### config.mk
export PLATFORM = sky130hd
export DESIGN_NAME = taxi_ctrl_fsm_flat
export DESIGN_NICKNAME = d
export VERILOG_FILES = /design/src/rtl/taxi_ctrl_fsm_pkg.sv /design/src/rtl/taxi_ctrl_fsm_if.sv /design/src/rtl/taxi_ctrl_fsm_debounce.sv /design/src/rtl/taxi_ctrl_fsm.sv /design/src/flat_wrapper.sv
export SDC_FILE = /design/constraint.sdc
export NUM_CORES = 1
export LEC_CHECK = 0
export ABC_CLOCK_PERIOD_IN_PS = 2800
export CAP_MARGIN = 15
export CORE_ASPECT_RATIO = 0.9
export CORE_MARGIN = 4
export CORE_UTILIZATION = 30
export CTS_CLUSTER_DIAMETER = 200
export DETAILED_ROUTE_END_ITERATION = 8
export REMOVE_ABC_BUFFERS = 1
export SLEW_MARGIN = 20
export SYNTH_ARGS = -nofsm -noshare
export SYNTH_HDL_FRONTEND = slang
export SYNTH_SLANG_ARGS = --single-unit
### constraint.sdc
create_clock -name clk -period 2.8 [get_ports clk]
set_clock_uncertainty 0.05 [all_clocks]
set_input_delay 0.56 -clock clk [delete_from_list [all_inputs] [get_ports clk]]
set_output_delay 0.56 -clock clk [all_outputs]
set_load 0.02 [all_outputs]
### src/rtl/taxi_ctrl_fsm_pkg.sv
// taxi_pkg: shared state encoding, state width and default divider values for the taxi trip controller
package taxi_pkg;
   localparam int STATE_W = 2;
   typedef enum logic [STATE_W-1:0] {
      ST_IDLE = 2'd0,
      ST_RUN  = 2'd1,
      ST_PARK = 2'd2,
      ST_END  = 2'd3
   } state_t;
   localparam int TICK_DIV_DEF   = 5000000;
   localparam int PARK_DIV_DEF   = 10;
   localparam int DEB_CYCLES_DEF = 250000;
endpackage

### src/rtl/taxi_ctrl_fsm_if.sv
// taxi_ctrl_fsm_if: driver controls in, trip state and tick enables out
//   restart_btn/endcar_btn/park_sw : raw asynchronous controls
//   state                          : IDLE=0 RUN=1 PARK=2 END=3
//   dist_tick/park_tick/trip_clear : one-cycle pulses to the accumulator
//   trip_end                       : level, high while state==END
interface taxi_ctrl_fsm_if;
   logic                         restart_btn;
   logic                         endcar_btn;
   logic                         park_sw;
   logic [taxi_pkg::STATE_W-1:0] state;
   logic                         dist_tick;
   logic                         park_tick;
   logic                         trip_clear;
   logic                         trip_end;
   modport master (output restart_btn, endcar_btn, park_sw,
                   input  state, dist_tick, park_tick, trip_clear, trip_end);
   modport slave  (input  restart_btn, endcar_btn, park_sw,
                   output state, dist_tick, park_tick, trip_clear, trip_end);
endinterface

### src/rtl/taxi_ctrl_fsm_debounce.sv
// taxi_debounce: two-flop synchroniser plus optional debouncer (TAXI_DEBOUNCE_EN)
//   clk, rst : clock, synchronous active-high reset
//   din      : raw asynchronous input
//   dout     : conditioned level
module taxi_debounce #(
   parameter int DEB_CYCLES = 250000
) (
   input  logic clk,
   input  logic rst,
   input  logic din,
   output logic dout
);
   logic [1:0] sync;
   if (DEB_CYCLES < 1) begin : g_bad_deb
      $error("DEB_CYCLES must be at least 1");
   end
   always_ff @(posedge clk)
      sync <= rst ? 2'b00 : {sync[0], din};
`ifdef TAXI_DEBOUNCE_EN
   localparam int CW = $clog2(DEB_CYCLES + 1);
   logic [CW-1:0] cnt;
   // cnt counts consecutive samples that disagree with dout; any agreeing sample restarts it
   always_ff @(posedge clk) begin
      if (rst) begin
         cnt  <= '0;
         dout <= 1'b0;
      end else if (sync[1] == dout) begin
         cnt <= '0;
      end else if (cnt == CW'(DEB_CYCLES - 1)) begin
         cnt  <= '0;
         dout <= sync[1];
      end else begin
         cnt <= cnt + 1'b1;
      end
   end
`else
   assign dout = sync[1];
`endif
endmodule

### src/rtl/taxi_ctrl_fsm.sv
// taxi_ctrl_fsm: trip state machine, prescaler and tick-enable generation for the taximeter accumulator
//   clk, rst : clock, synchronous active-high reset
//   bus      : taxi_ctrl_fsm_if.slave (buttons in; state, ticks, trip_clear, trip_end out)
//   Define TAXI_DEBOUNCE_EN to insert a DEB_CYCLES debouncer after each synchroniser.
module taxi_ctrl_fsm
   import taxi_pkg::*;
#(
   parameter int TICK_DIV   = TICK_DIV_DEF,
   parameter int PARK_DIV   = PARK_DIV_DEF,
   parameter int DEB_CYCLES = DEB_CYCLES_DEF
) (
   input logic            clk,
   input logic            rst,
   taxi_ctrl_fsm_if.slave bus
);
   localparam int TW = TICK_DIV > 1 ? $clog2(TICK_DIV) : 1;
   localparam int PW = PARK_DIV > 1 ? $clog2(PARK_DIV) : 1;
   logic          restart_c, endcar_c, park_c;
   logic          restart_q, endcar_q;
   logic          restart_e, endcar_e;
   logic [TW-1:0] presc;
   logic [PW-1:0] pcnt;
   logic          base_tick, park_adv, park_wrap;
   logic          dist_r, park_r, clear_r, end_r;
   state_t        st, st_nx;
   taxi_debounce #(.DEB_CYCLES(DEB_CYCLES)) u_restart (.clk(clk), .rst(rst), .din(bus.restart_btn), .dout(restart_c));
   taxi_debounce #(.DEB_CYCLES(DEB_CYCLES)) u_endcar  (.clk(clk), .rst(rst), .din(bus.endcar_btn),  .dout(endcar_c));
   taxi_debounce #(.DEB_CYCLES(DEB_CYCLES)) u_park    (.clk(clk), .rst(rst), .din(bus.park_sw),     .dout(park_c));
   always_comb begin
      restart_e = restart_c & ~restart_q;
      endcar_e  = endcar_c & ~endcar_q;
      base_tick = presc == TW'(TICK_DIV - 1);
      park_adv  = base_tick && st == ST_PARK;
      park_wrap = park_adv && pcnt == PW'(PARK_DIV - 1);
      st_nx     = restart_e                                   ? ST_RUN  :
                  (endcar_e && (st == ST_RUN || st == ST_PARK)) ? ST_END  :
                  (st == ST_RUN && park_c)                    ? ST_PARK :
                  (st == ST_PARK && !park_c)                  ? ST_RUN  : st;
   end
   // restart_e is the cycle trip_clear is registered, so the prescaler and park
   // counter restart together with the new trip; ticks use the pre-transition state
   always_ff @(posedge clk) begin
      if (rst) begin
         st        <= ST_IDLE;
         restart_q <= 1'b0;
         endcar_q  <= 1'b0;
         presc     <= '0;
         pcnt      <= '0;
         dist_r    <= 1'b0;
         park_r    <= 1'b0;
         clear_r   <= 1'b0;
         end_r     <= 1'b0;
      end else begin
         st        <= st_nx;
         restart_q <= restart_c;
         endcar_q  <= endcar_c;
         presc     <= (restart_e || base_tick) ? '0 : presc + 1'b1;
         pcnt      <= (restart_e || park_wrap) ? '0 : park_adv ? pcnt + 1'b1 : pcnt;
         dist_r    <= base_tick && st == ST_RUN;
         park_r    <= park_wrap;
         clear_r   <= restart_e;
         end_r     <= st_nx == ST_END;
      end
   end
   assign bus.state      = st;
   assign bus.dist_tick  = dist_r;
   assign bus.park_tick  = park_r;
   assign bus.trip_clear = clear_r;
   assign bus.trip_end   = end_r;
endmodule

### src/flat_wrapper.sv
// flat-port wrapper written by rule: the top's interface ports become plain ports
module taxi_ctrl_fsm_flat import taxi_pkg::*;
#(
   parameter int TICK_DIV   = TICK_DIV_DEF,
   parameter int PARK_DIV   = PARK_DIV_DEF,
   parameter int DEB_CYCLES = DEB_CYCLES_DEF
)
  (clk, rst, bus_restart_btn, bus_endcar_btn, bus_park_sw, bus_state, bus_dist_tick, bus_park_tick, bus_trip_clear, bus_trip_end);
  taxi_ctrl_fsm_if bus_i ();
  input logic clk;
  input logic rst;
  input wire logic [$bits(bus_i.restart_btn)-1:0] bus_restart_btn;
  input wire logic [$bits(bus_i.endcar_btn)-1:0] bus_endcar_btn;
  input wire logic [$bits(bus_i.park_sw)-1:0] bus_park_sw;
  output wire logic [$bits(bus_i.state)-1:0] bus_state;
  output wire logic [$bits(bus_i.dist_tick)-1:0] bus_dist_tick;
  output wire logic [$bits(bus_i.park_tick)-1:0] bus_park_tick;
  output wire logic [$bits(bus_i.trip_clear)-1:0] bus_trip_clear;
  output wire logic [$bits(bus_i.trip_end)-1:0] bus_trip_end;
  assign bus_i.restart_btn = bus_restart_btn;
  assign bus_i.endcar_btn = bus_endcar_btn;
  assign bus_i.park_sw = bus_park_sw;
  assign bus_state = bus_i.state;
  assign bus_dist_tick = bus_i.dist_tick;
  assign bus_park_tick = bus_i.park_tick;
  assign bus_trip_clear = bus_i.trip_clear;
  assign bus_trip_end = bus_i.trip_end;
  taxi_ctrl_fsm #(.TICK_DIV(TICK_DIV), .PARK_DIV(PARK_DIV), .DEB_CYCLES(DEB_CYCLES)) u_core (.clk(clk), .rst(rst), .bus(bus_i));
endmodule
After elaboration in Yosys (flattened, before gate mapping)
Cells that the tools add are included.
{"block": "op_classes", "bitwise_logic": 4, "eq_ne": 5, "muxes": 4, "reduce_logical": 12, "addsub": 2}
{"op": "$add 23x1->23 const B", "count": 1}
{"op": "$eq 23x23->1 const B", "count": 1}
{"op": "$mux 2", "count": 4}
{"op": "$logic_and 1x1->1", "count": 6}
{"op": "$add 4x1->4 const B", "count": 1}
{"op": "$eq 2x2->1 const B", "count": 2}
{"op": "$eq 4x4->1 const B", "count": 1}
{"op": "$reduce_or 2->1", "count": 2}
{"op": "$logic_or 1x1->1", "count": 3}
{"op": "$and 1x1->1", "count": 2}
{"op": "$eq 2x1->1 const B", "count": 1}
{"op": "$not 1->1", "count": 2}
{"op": "$logic_not 1->1", "count": 1}
{"block": "totals", "wordCells": 39, "ff_bits": 41, "in_bits": 5}

Logic depth before layout (Yosys ltp)
{"block": "depth", "depth_word": 7, "ltp_mapped": 7, "mapped_depth_nobuf": 6}

Hierarchy
From an unflattened synthesis, not the netlist that was laid out.
{"block": "unflattened", "cells_unflattened": 199, "hier_area_um2": 1813.0}
{"module": "taxi_ctrl_fsm", "cells_per_inst": 187, "instances": 1, "area_each_um2": 1655.3, "seq_area_each_um2": 700.7}
{"module": "taxi_debounce", "cells_per_inst": 4, "instances": 3, "area_each_um2": 52.6, "seq_area_each_um2": 40.0}

Worst setup path before layout
OpenSTA, ideal clock, no wires.
{"block": "synth_timing", "path_kind": "register to register", "from": "register u_core.presc[10]", "to": "register u_core.presc[16]", "path_stages_with_launch": 7, "setup_ps": 125, "arrival_time_ps": 1722, "setup_slack_ps": 902, "n_path_buf": 2, "path_cell_list": "dfxtp_1 or4_1 or4_1 buf_2 o21ai_4 buf_6 a21oi_1"}
{"block": "synth_via", "elab_chain_len": 3, "word_cells_on_any_way": 4}
{"item": "start, declared", "line": "taxi_ctrl_fsm.sv:21", "source": "logic [TW-1:0] presc;"}
{"item": "start signal, assigned", "line": "taxi_ctrl_fsm.sv:57", "source": "presc <= (restart_e || base_tick) ? '0 : presc + 1'b1;"}
{"item": "branches (longest 3 deep; another with $add 23x1->23)"}
Parallel ways; which one is timed is not known.
A chain may end at the register's enable or synchronous reset.

Worst setup path after layout
{"block": "layout_timing", "from": "register u_core.presc[0]", "to": "register u_core.presc[11]"}
Same word-level chain as after synthesis.

==> flow_metrics.py <==
metrics = {
    "timing": {
        "drv_slew": 0,
        "setup_violations": 0,
        "holdWs_ns": 0.390,
        "timing.fmax_mhz": 437,
        "final_hold_viol_count": 0,
        "min_period_over_period_pct": 81.8,
        "tns_ns": 0,
        "fin_ws_ns": 0.510,
        "rsz0062_at_grt": "no",
        "period_minus_slack_ns": 2.29,
        "worst_pin_slew_ns": 0.767,
        "relSlewSlack_pct": 48.4,
    },
    "clock_tree": {
        "cts_setup_buffers": 0,
        "clk_latency_ns": 0.30,
        "cts_tree": "yes",
        "clk_transition_reported_paths_ns": 0.08,
        "cts_made_buffers": 5,
        "cts_root_buf": "clkbuf_8",
        "h-tree-depth": 2,
        "cts_sinks": 41,
        "clock_path_buffers": 2,
        "hold_buffers": 0,
        "cts_resized": 0,
    },
    "pwr": {
        "swShare_pct": 24.1,
        "combPwrFrac_pct": 5.0,
        "switchingPower_uw": 252,
        "p_seq_share_pct": 57.5,
        "power_mw": 1.04,
        "p_clk_share_pct": 37.6,
        "powerDensity_mw_per_mm2": 506,
        "internal_power_uw": 793,
        "leakagePower_nw": 0.675,
        "peakVddDrop_v": 0.000189,
    },
    "grt": {
        "track_usage_pct": 9.70,
        "antenna_found_initial": 0,
        "grt-busiest-layer": "met2",
        "use_met3_pct": 3.02,
        "globalRouteMet1Util_pct": 12.7,
        "globalRoute.totalOverflow": 0,
        "grt_pass1_vias": 1242,
        "grt_max_degree": 21,
        "use_met2_pct": 14.9,
        "grt_first_pass_wirelength_um": 5700,
    },
    "synth": {
        "yosys-top-cells-count": "dfxtp_1 (41), a21oi_1 (15), nand2_1 (14), nor2_1 (14)",
        "ys_ff_latch": 41,
        "syn_inst": 198,
        "synth-main-ff-cell": "dfxtp_1",
        "yosys-top-cells-area": "dfxtp_1 (45%), o31ai_1 (4.6%), a21oi_1 (4.1%)",
        "seq_area_frac_synth_pct": 45.3,
        "yosysTopAreaCellShare_pct": 45.3,
        "yosysMostFrequentCell": "dfxtp_1",
        "ys_types": 34,
        "synth_edf_count": 0,
        "synth.avg_cell_area_um2": 9.14,
        "synth_top_area_cell": "dfxtp_1",
        "async_reset_ff_share_pct": 0,
        "netlist_area_mm2": 0.00181,
        "ys_warn_count": 0,
    },
    "routing": {
        "wl_um": 3520,
        "vias_per_cell": 5.09,
        "via_count": 1436,
        "final_antenna_net_count": 0,
        "drc": 0,
        "wl_per_cell_um": 12.5,
        "drt_iter0_markers": 85,
        "dr.pass1.iters": 4,
    },
    "worst_setup_path": {
        "slowest_delay_ns": 0.68,
        "crit_chain": "ha_1, nand2_1, or4_1, o21ai_4, nor2_1",
        "cp-end-kind": "register",
        "worstPathArrival_ns": 2.40,
        "worstPathRequired_ns": 2.91,
        "start_kind": "register",
        "slowest_stage": "or4_1",
        "crit_type": "reg -> reg",
        "cp_max_fo": 20,
        "path_delay_family": "simple AND/OR/NAND/NOR gates",
        "cp_num_buf_inv": 0,
    },
    "layout": {
        "area_growth_pct": 14.0,
        "fillCellCount": 565,
        "nNetsFinal": 221,
        "fin_area_mm2": 0.00206,
        "drive_gt1_share_pct": 5.66,
        "final_util_pct": 35.9,
        "stdcell_count": 282,
        "n_antenna_cell": 0,
    },
    "floorplan": {
        "ios": 11,
        "dieArea_mm2": 0.00734,
        "rows": 26,
        "die_w_um": 89.9,
        "die_h_um": 81.7,
        "fp.coreArea_mm2": 0.00576,
        "start_util_pct": 31.4,
    },
    "place": {
        "dp_cells": 274,
        "hpwlAfterDp_um": 2430,
        "pre_cts_slack_ns": 0.513,
        "place_congestion": 0.776,
        "io_buffers": 10,
        "postPlaceCellArea_mm2": 0.00197,
    },
    "run_status": {
        "outcome": "completed",
    },
    "hold_path": {
        "hold_path.class": "reg -> reg",
    },
    "flow_run": {
        "drv_cap": 0,
    },
}
[placed cells by master (no fill, tap or decap), types with 5 or more instances in the layout]
cell and count:
dfxtp_1 41, a21oi_1 15, nand2_1 14, nor2_1 14
nand3_1 11, o31ai_1 11, nor2b_1 11, or4_1 10
clkdlybuf4s50_1 10, and3_1 9, inv_1 7, xor2_1 7
nand4_1 6, ha_1 5, clkbuf_8 5
[sequential cells by signal (all words and copies together) (netlist names)]
register               count
u_core.presc              23
u_core.pcnt                4
u_core.bus.state           2
u_core.u_endcar.sync       2
u_core.u_park.sync         2
u_core.u_restart.sync      2
u_core.bus.dist_tick       1
u_core.bus.park_tick       1
u_core.bus.trip_clear      1
u_core.bus.trip_end        1
u_core.endcar_q            1
u_core.restart_q           1
[metal layers]
layer,routed length [um],share of wire [%],up-vias
met5,0,0,-
met4,47,1.3,0
met2,1500,43,14
met3,86,2.4,4
li1,-,-,741
met1,1890,54,677
[kinds of logic (layout without fill, tap and decap cells)]
| logic type | after synthesis | in the layout | synth area share, % |
|---|---|---|---|
| flip-flops | 41 | 41 | 45.3 |
| adder cells (fa/ha/maj) | 5 | 5 | 3.46 |
| XOR/XNOR | 11 | 11 | 5.32 |
| AND/OR/NAND/NOR | 93 | 93 | 29.3 |
| buffers and inverters | 13 | 27 | 3.66 |
| multiplexers | 2 | 2 | 1.11 |
| AO/OA/AOI/OAI | 33 | 33 | 11.8 |
[layout make-up]
type | instances | area (um2) | area share [%]
clock inverters | 3 | 22.5 | 1.09
multi-input cells | 144 | 923 | 44.7
well taps | 70 | 87.6 | 4.24
clock buffers | 5 | 68.8 | 3.33
inverters | 7 | 26.3 | 1.27
flip-flops and latches | 41 | 821 | 39.8
repair buffers | 12 | 115 | 5.58
[path summary, 6_finish.rpt]
check	depth (start not counted)	endpoint	from	slack [ns]
setup reg to reg	5	u_core.presc[11]	u_core.presc[0]	0.51
hold / removal	1	u_core.u_restart.sync[1]	u_core.u_restart.sync[0]	0.39
setup / recovery	5	u_core.presc[11]	u_core.presc[0]	0.51
hold reg to reg	1	u_core.u_restart.sync[1]	u_core.u_restart.sync[0]	0.39
[power by group through the flow]
stage	sequential (mW)	clock, mW	combinational, mW
final	0.601	0.392	0.0518
after global routing	0.602	0.426	0.0564
after CTS	0.601	0.408	0.0521
after detailed placement	0.614	0	0.0519
after global placement	0.614	0	0.0510
after floorplan	0.616	0	0.0258
No activity file was read; power rests on OpenSTA's default activity.
